==> config.mk <==
export PLATFORM = sky130hd
export DESIGN_NAME = alu_operand_stage
export DESIGN_NICKNAME = d
export VERILOG_FILES = /design/src/rtl/alu_operand_stage.sv
export SDC_FILE = /design/constraint.sdc
export NUM_CORES = 1
export LEC_CHECK = 0
export BUFFER_PORTS_ARGS = -buffer_cell sky130_fd_sc_hd__buf_2
export CELL_PAD_IN_SITES_DETAIL_PLACEMENT = 2
export CELL_PAD_IN_SITES_GLOBAL_PLACEMENT = 2
export CORE_ASPECT_RATIO = 1.2
export CORE_MARGIN = 3
export CORE_UTILIZATION = 27
export CTS_BUF_LIST = sky130_fd_sc_hd__clkbuf_8
export DETAILED_ROUTE_END_ITERATION = 10
export PLACE_DENSITY = 0.95
export SYNTH_ARGS = -nofsm -noshare
export SYNTH_HDL_FRONTEND = slang
export SYNTH_SLANG_ARGS = --single-unit
==> constraint.sdc <==
create_clock -name clk -period 3.8 [get_ports clk]
set_clock_uncertainty 0.15 [all_clocks]
set_input_delay 0.38 -clock clk [delete_from_list [all_inputs] [get_ports clk]]
set_output_delay 0.38 -clock clk [all_outputs]
set_load 0.005 [all_outputs]
==> src/rtl/alu_operand_stage.sv <==
// alu_operand_stage
//   Registered ALU operand stage (ID/EX boundary). Resolves rs1/rs2 against
//   the register file and up to NUM_FWD forwarding sources, selects ALU
//   operand A (rs1 / pc / zero) and B (rs2 / imm), and captures the result
//   with valid, stall and flush control. No input reaches an output
//   without passing through a register.
//
// Ports
//   clk, rst                  clock, synchronous active-high reset
//   in_valid, stall, flush    pipeline control
//   rs1_addr/rs2_addr         source register indices
//   rs1_data/rs2_data         register-file read data
//   pc_current, imm           PC and sign-extended immediate
//   ALUSrcA[1:0], ALUSrcB     operand selects
//   fwd_valid/fwd_rd/fwd_data flat per-source forwarding buses, source 0 youngest
//   out_valid, alu_a, alu_b, store_data, fwd_hit_a, fwd_hit_b  registered outputs

// Forward resolution for one source operand. Index 0 has highest priority.
module alu_operand_fwd_sel #(
  parameter int XLEN    = 32,
  parameter int NUM_FWD = 2
) (
  input  logic [4:0]                        addr_i,
  input  logic [XLEN-1:0]                   rf_data_i,
  input  logic [NUM_FWD-1:0]                fwd_valid_i,
  input  logic [NUM_FWD-1:0][4:0]           fwd_rd_i,
  input  logic [NUM_FWD-1:0][XLEN-1:0]      fwd_data_i,
  output logic [XLEN-1:0]                   data_o,
  output logic                              hit_o
);
  always_comb begin
    data_o = rf_data_i;
    hit_o  = 1'b0;
    // Walk oldest to youngest so the lowest matching index overwrites last.
    for (int i = NUM_FWD - 1; i >= 0; i--) begin
      if (fwd_valid_i[i] && (fwd_rd_i[i] == addr_i) && (addr_i != 5'd0)) begin
        data_o = fwd_data_i[i];
        hit_o  = 1'b1;
      end
    end
    // x0 is hardwired zero; nothing may override it.
    if (addr_i == 5'd0) data_o = '0;
  end
endmodule

module alu_operand_stage #(
  parameter int XLEN    = 32,
  parameter int NUM_FWD = 2
) (
  input  logic                      clk,
  input  logic                      rst,
  input  logic                      in_valid,
  input  logic                      stall,
  input  logic                      flush,
  input  logic [4:0]                rs1_addr,
  input  logic [4:0]                rs2_addr,
  input  logic [XLEN-1:0]           rs1_data,
  input  logic [XLEN-1:0]           rs2_data,
  input  logic [XLEN-1:0]           pc_current,
  input  logic [XLEN-1:0]           imm,
  input  logic [1:0]                ALUSrcA,
  input  logic                      ALUSrcB,
  input  logic [NUM_FWD-1:0]        fwd_valid,
  input  logic [5*NUM_FWD-1:0]      fwd_rd,
  input  logic [XLEN*NUM_FWD-1:0]   fwd_data,
  output logic                      out_valid,
  output logic [XLEN-1:0]           alu_a,
  output logic [XLEN-1:0]           alu_b,
  output logic [XLEN-1:0]           store_data,
  output logic                      fwd_hit_a,
  output logic                      fwd_hit_b
);
  // Reinterpret flat buses as per-source packed arrays (same bit layout).
  logic [NUM_FWD-1:0][4:0]      fwd_rd_arr;
  logic [NUM_FWD-1:0][XLEN-1:0] fwd_data_arr;
  assign fwd_rd_arr   = fwd_rd;
  assign fwd_data_arr = fwd_data;

  logic [XLEN-1:0] rs1_res, rs2_res;
  logic            rs1_hit, rs2_hit;

  alu_operand_fwd_sel #(.XLEN(XLEN), .NUM_FWD(NUM_FWD)) u_rs1 (
    .addr_i(rs1_addr), .rf_data_i(rs1_data), .fwd_valid_i(fwd_valid),
    .fwd_rd_i(fwd_rd_arr), .fwd_data_i(fwd_data_arr),
    .data_o(rs1_res), .hit_o(rs1_hit)
  );

  alu_operand_fwd_sel #(.XLEN(XLEN), .NUM_FWD(NUM_FWD)) u_rs2 (
    .addr_i(rs2_addr), .rf_data_i(rs2_data), .fwd_valid_i(fwd_valid),
    .fwd_rd_i(fwd_rd_arr), .fwd_data_i(fwd_data_arr),
    .data_o(rs2_res), .hit_o(rs2_hit)
  );

  logic [XLEN-1:0] alu_a_d, alu_b_d, store_d;
  logic            hit_a_d, hit_b_d;

  always_comb begin
    case (ALUSrcA)
      2'b00:   alu_a_d = rs1_res;
      2'b01:   alu_a_d = pc_current;
      default: alu_a_d = '0;           // 10 zero, 11 reserved -> zero
    endcase
    alu_b_d = ALUSrcB ? imm : rs2_res;
    store_d = rs2_res;
    hit_a_d = (ALUSrcA == 2'b00) && rs1_hit;
    hit_b_d = rs2_hit;                 // store_data consumes rs2 even when B = imm
  end

  logic            valid_q, hit_a_q, hit_b_q;
  logic [XLEN-1:0] alu_a_q, alu_b_q, store_q;

  always_ff @(posedge clk) begin
    if (rst) begin
      valid_q <= 1'b0;
      alu_a_q <= '0;
      alu_b_q <= '0;
      store_q <= '0;
      hit_a_q <= 1'b0;
      hit_b_q <= 1'b0;
    end else if (flush || !stall) begin
      // Flush kills the slot; data is loaded anyway since consumers gate on valid.
      valid_q <= flush ? 1'b0 : in_valid;
      alu_a_q <= alu_a_d;
      alu_b_q <= alu_b_d;
      store_q <= store_d;
      hit_a_q <= hit_a_d;
      hit_b_q <= hit_b_d;
    end
  end

  assign out_valid  = valid_q;
  assign alu_a      = alu_a_q;
  assign alu_b      = alu_b_q;
  assign store_data = store_q;
  assign fwd_hit_a  = hit_a_q;
  assign fwd_hit_b  = hit_b_q;
endmodule

==> results by group <==
Outcome
  – Status: completed

Placed design
  – Post-DP HPWL: 22900 um
  – GPL Wtd Cong: 0.836
  – Post-DP Area: 7550 um2
  – Buffers on Ports: 320

Route
  – Detail Route Antenna Nets: 0
  – Via Count: 7142
  – DRT iter0 DRCs: 471
  – DRC viols: 0
  – DR top layer: met4
  – Metal1 wirelength: 12100 um
  – WL met2: 16600 um
  – DR vias/cell: 5.93
  – Drt first pass iters: 4
  – DRT Wirelength: 31600 um
  – Met3 WL: 1790 um
  – DR WL/cell: 26.2 um

STA
  – Min Tclk post-route: 2410 ps
  – Setup Viol. Count Final: 0
  – Slew Viols, Final: 0
  – Worst slew margin: 26.2%
  – Hold Slack: 75.9 ps
  – RSZ-0062 raised after global routing: false
  – Tcrit/Tclk final: 63.4%
  – Worst slew pin tran: 1100 ps
  – Achievable Freq: 0.415 GHz
  – Fin. Hold Viols: 0
  – Setup TNS: 0 ps

Synthesis
  – Seq/Total Area, Yosys: 34.3%
  – Post-synth top area share: 34.3%
  – Number of synthesized flops with an enable pin: 0
  – Xor-xnor portion of the synthesized cell area: 3.03%
  – Complex-gate fraction of the synthesized area: 41.6%
  – Synthesized net count: 870
  – Syn avg cell area: 8.92 um2
  – Ys flop type: dfxtp_1
  – Synth cell types: 42
  – Main combinational cell family by area after synthesis: compound AO/OA/AOI/OAI gates
  – Async S/R FF share, synth: 0%
  – Synth Area in Adders: 0%
  – Top post-synthesis cells by area: dfxtp_1, a221oi_2, a221oi_1
  – Flops & latches, synth: 99
  – Synth area leader: dfxtp_1
  – Cell Area, Synth: 5780 um2
  – Cell count after synthesis: 648
  – Synth warnings: 0
  – Mux contribution to synthesized area: 0.173%
  – Simple-gate portion of the synthesized area: 13.9%

Finish
  – Area delta synth->final: 34.6%
  – Post-route cell area: 7790 um2
  – Layout cells sized above 1: 45.5%
  – Final #Nets: 1145
  – Commonest non-fill, non-tap cell in the layout: buf_2
  – Commonest cells after routing, fill and taps aside: buf_2, dfxtp_1, nor2_1

Die
  – Starting Density: 27.6%
  – DIE WIDTH: 140 um
  – Total die area: 23200 um2
  – Die height: 166 um
  – I/O pin cnt: 321
  – Num rows: 58
  – Core Box Area: 21000 um2

Worst setup path
  – Crit path cell chain: buf_2 -> or4_4 -> o211ai_2 -> or2_2 -> nor2_1 -> o31ai_1
  – Bufs and invs on worst path: 1
  – FF-to-FF Start: alu_b[28]$_SDFFE_PP0P_
  – Worst Reg-to-Reg Cells: 2
  – Worst path slowest cell: or2_2
  – Max incr delay on CP: 710 ps
  – Arrival time at the worst endpoint: 2560 ps
  – CP Data Required Time: 3950 ps
  – CP startpoint kind: input pin
  – Category of the most critical setup path: input pin to register
  – Crit-path max FO: 33
  – Reg2reg end: alu_b[28]$_SDFFE_PP0P_
  – Flop-to-flop setup slack: 2760 ps
  – Crit end category: register
  – Top delay family on crit path: simple AND/OR/NAND/NOR gates

Min path
  – Worst Hold Depth: 2
  – Hold path start: flush
  – Hold Path End: out_valid$_SDFFE_PP0P_
  – Hold WC Path Type: input pin to register

Global route
  – First-pass GRT wire length: 46900 um
  – Largest net degree at the start of global routing: 54
  – Gr usage total: 25.6%
  – Vias in the first global route: 7873
  – Initial antenna violation count: 7
  – Grt ovf: 0

CTS
  – CTS tree: yes
  – Hold Buf Count CTS: 0
  – Clk slew on worst S/H paths: 120 ps
  – Skew-Pair Late Insertion Delay: 390 ps
  – Clk sinks: 99
  – Clock root buffer: clkbuf_8
  – Post_cts resized: 0
  – H-tree lvl count: 3
  – CTS max path bufs: 2
  – Total CTS buffers: 9
  – # Post-CTS Setup Buffers: 0

Power and ir drop
  – Max IR drop VDD: 0.000179 V
  – Leak: 3.26 nW
  – P per Cell Area: 333 nW/um2

Flow run
  – Max cap viols: 0
flip-flops by register name (all words and copies together), names as in the netlist:
| register | count |
|---|---|
| store_data | 32 |
| alu_b | 32 |
| fwd_hit_a | 1 |
| fwd_hit_b | 1 |
| alu_a | 32 |
| out_valid | 1 |
cell usage after synthesis (2+ instances only):
library cell and n:
buf_4 4, nand3_1 2, o221ai_1 32, buf_12 3
and2_1 17, o32ai_1 27, dfxtp_1 99, and3_1 32
and2_2 15, xnor2_1 20, or3_1 3, a221oi_1 35
nand4_1 2, buf_2 14, clkbuf_1 51, a21oi_1 33
o21ai_0 32, buf_6 3, o32ai_2 5, a22oi_1 32
o31ai_1 32, nor3_1 3, a221oi_2 29, o22ai_1 32
nor2_1 40, nand2_1 34, o211ai_2 2
metal layers:
metal | up-vias | track usage, %
met5 | - | 0
met4 | 0 | 10.9
met3 | 73 | 4.72
met2 | 337 | 46.4
met1 | 3573 | 29.3
li1 | 3159 | -
worst max-delay path by stage:
stage	startpoint	to	slack, ps	cells past startpoint
2_1_floorplan	rs2_addr[1]	alu_b[0]$_SDFFE_PP0P_	1720	6
3_3_place_gp	fwd_valid[1]	alu_b[31]$_SDFFE_PP0P_	1130	6
3_5_place_dp	rs2_addr[1]	store_data[9]$_SDFFE_PP0P_	970	6
4_1_cts	rs2_addr[1]	store_data[9]$_SDFFE_PP0P_	1400	6
5_1_grt	rs2_addr[1]	store_data[9]$_SDFFE_PP0P_	1270	6
6_report	rs2_addr[1]	store_data[9]$_SDFFE_PP0P_	1390	6
stage by stage:
step	util (%)	power, mW	setup slack, ps	instances
after global routing	37.1	2.71	1270	1205
after detailed placement	36.0	1.82	970	1182
after CTS	37.0	2.60	1400	1198
after global placement	36.0	1.79	1130	1182
final	37.1	2.59	1390	1205
after floorplan	-	1.47	1720	648
layout make-up:
class | instances | area, um2
clock inverters | 6 | 76.3
inverters | 1 | 3.75
multi-input cells | 471 | 3470
diodes | 7 | 17.5
repair buffers | 341 | 1760
flip-flops and latches | 99 | 1980
well taps | 270 | 338
clock buffers | 10 | 138
fillers | 2387 | 13200
logic make-up after synthesis:
logic type             count (synthesis)
AND/OR/NAND/NOR                      155
AO/OA/AOI/OAI                        295
multiplexers                           1
buffers and inverters                 78
flip-flops                            99
XOR/XNOR                              20
where the power goes:
part           internal [mW]  switching, mW  total (mW)
Sequential              1.11         0.0563        1.17
Clock                  0.338          0.453       0.791
Combinational          0.281          0.348       0.629
Total                   1.73          0.858        2.59
(Power assumes the default switching activity.)
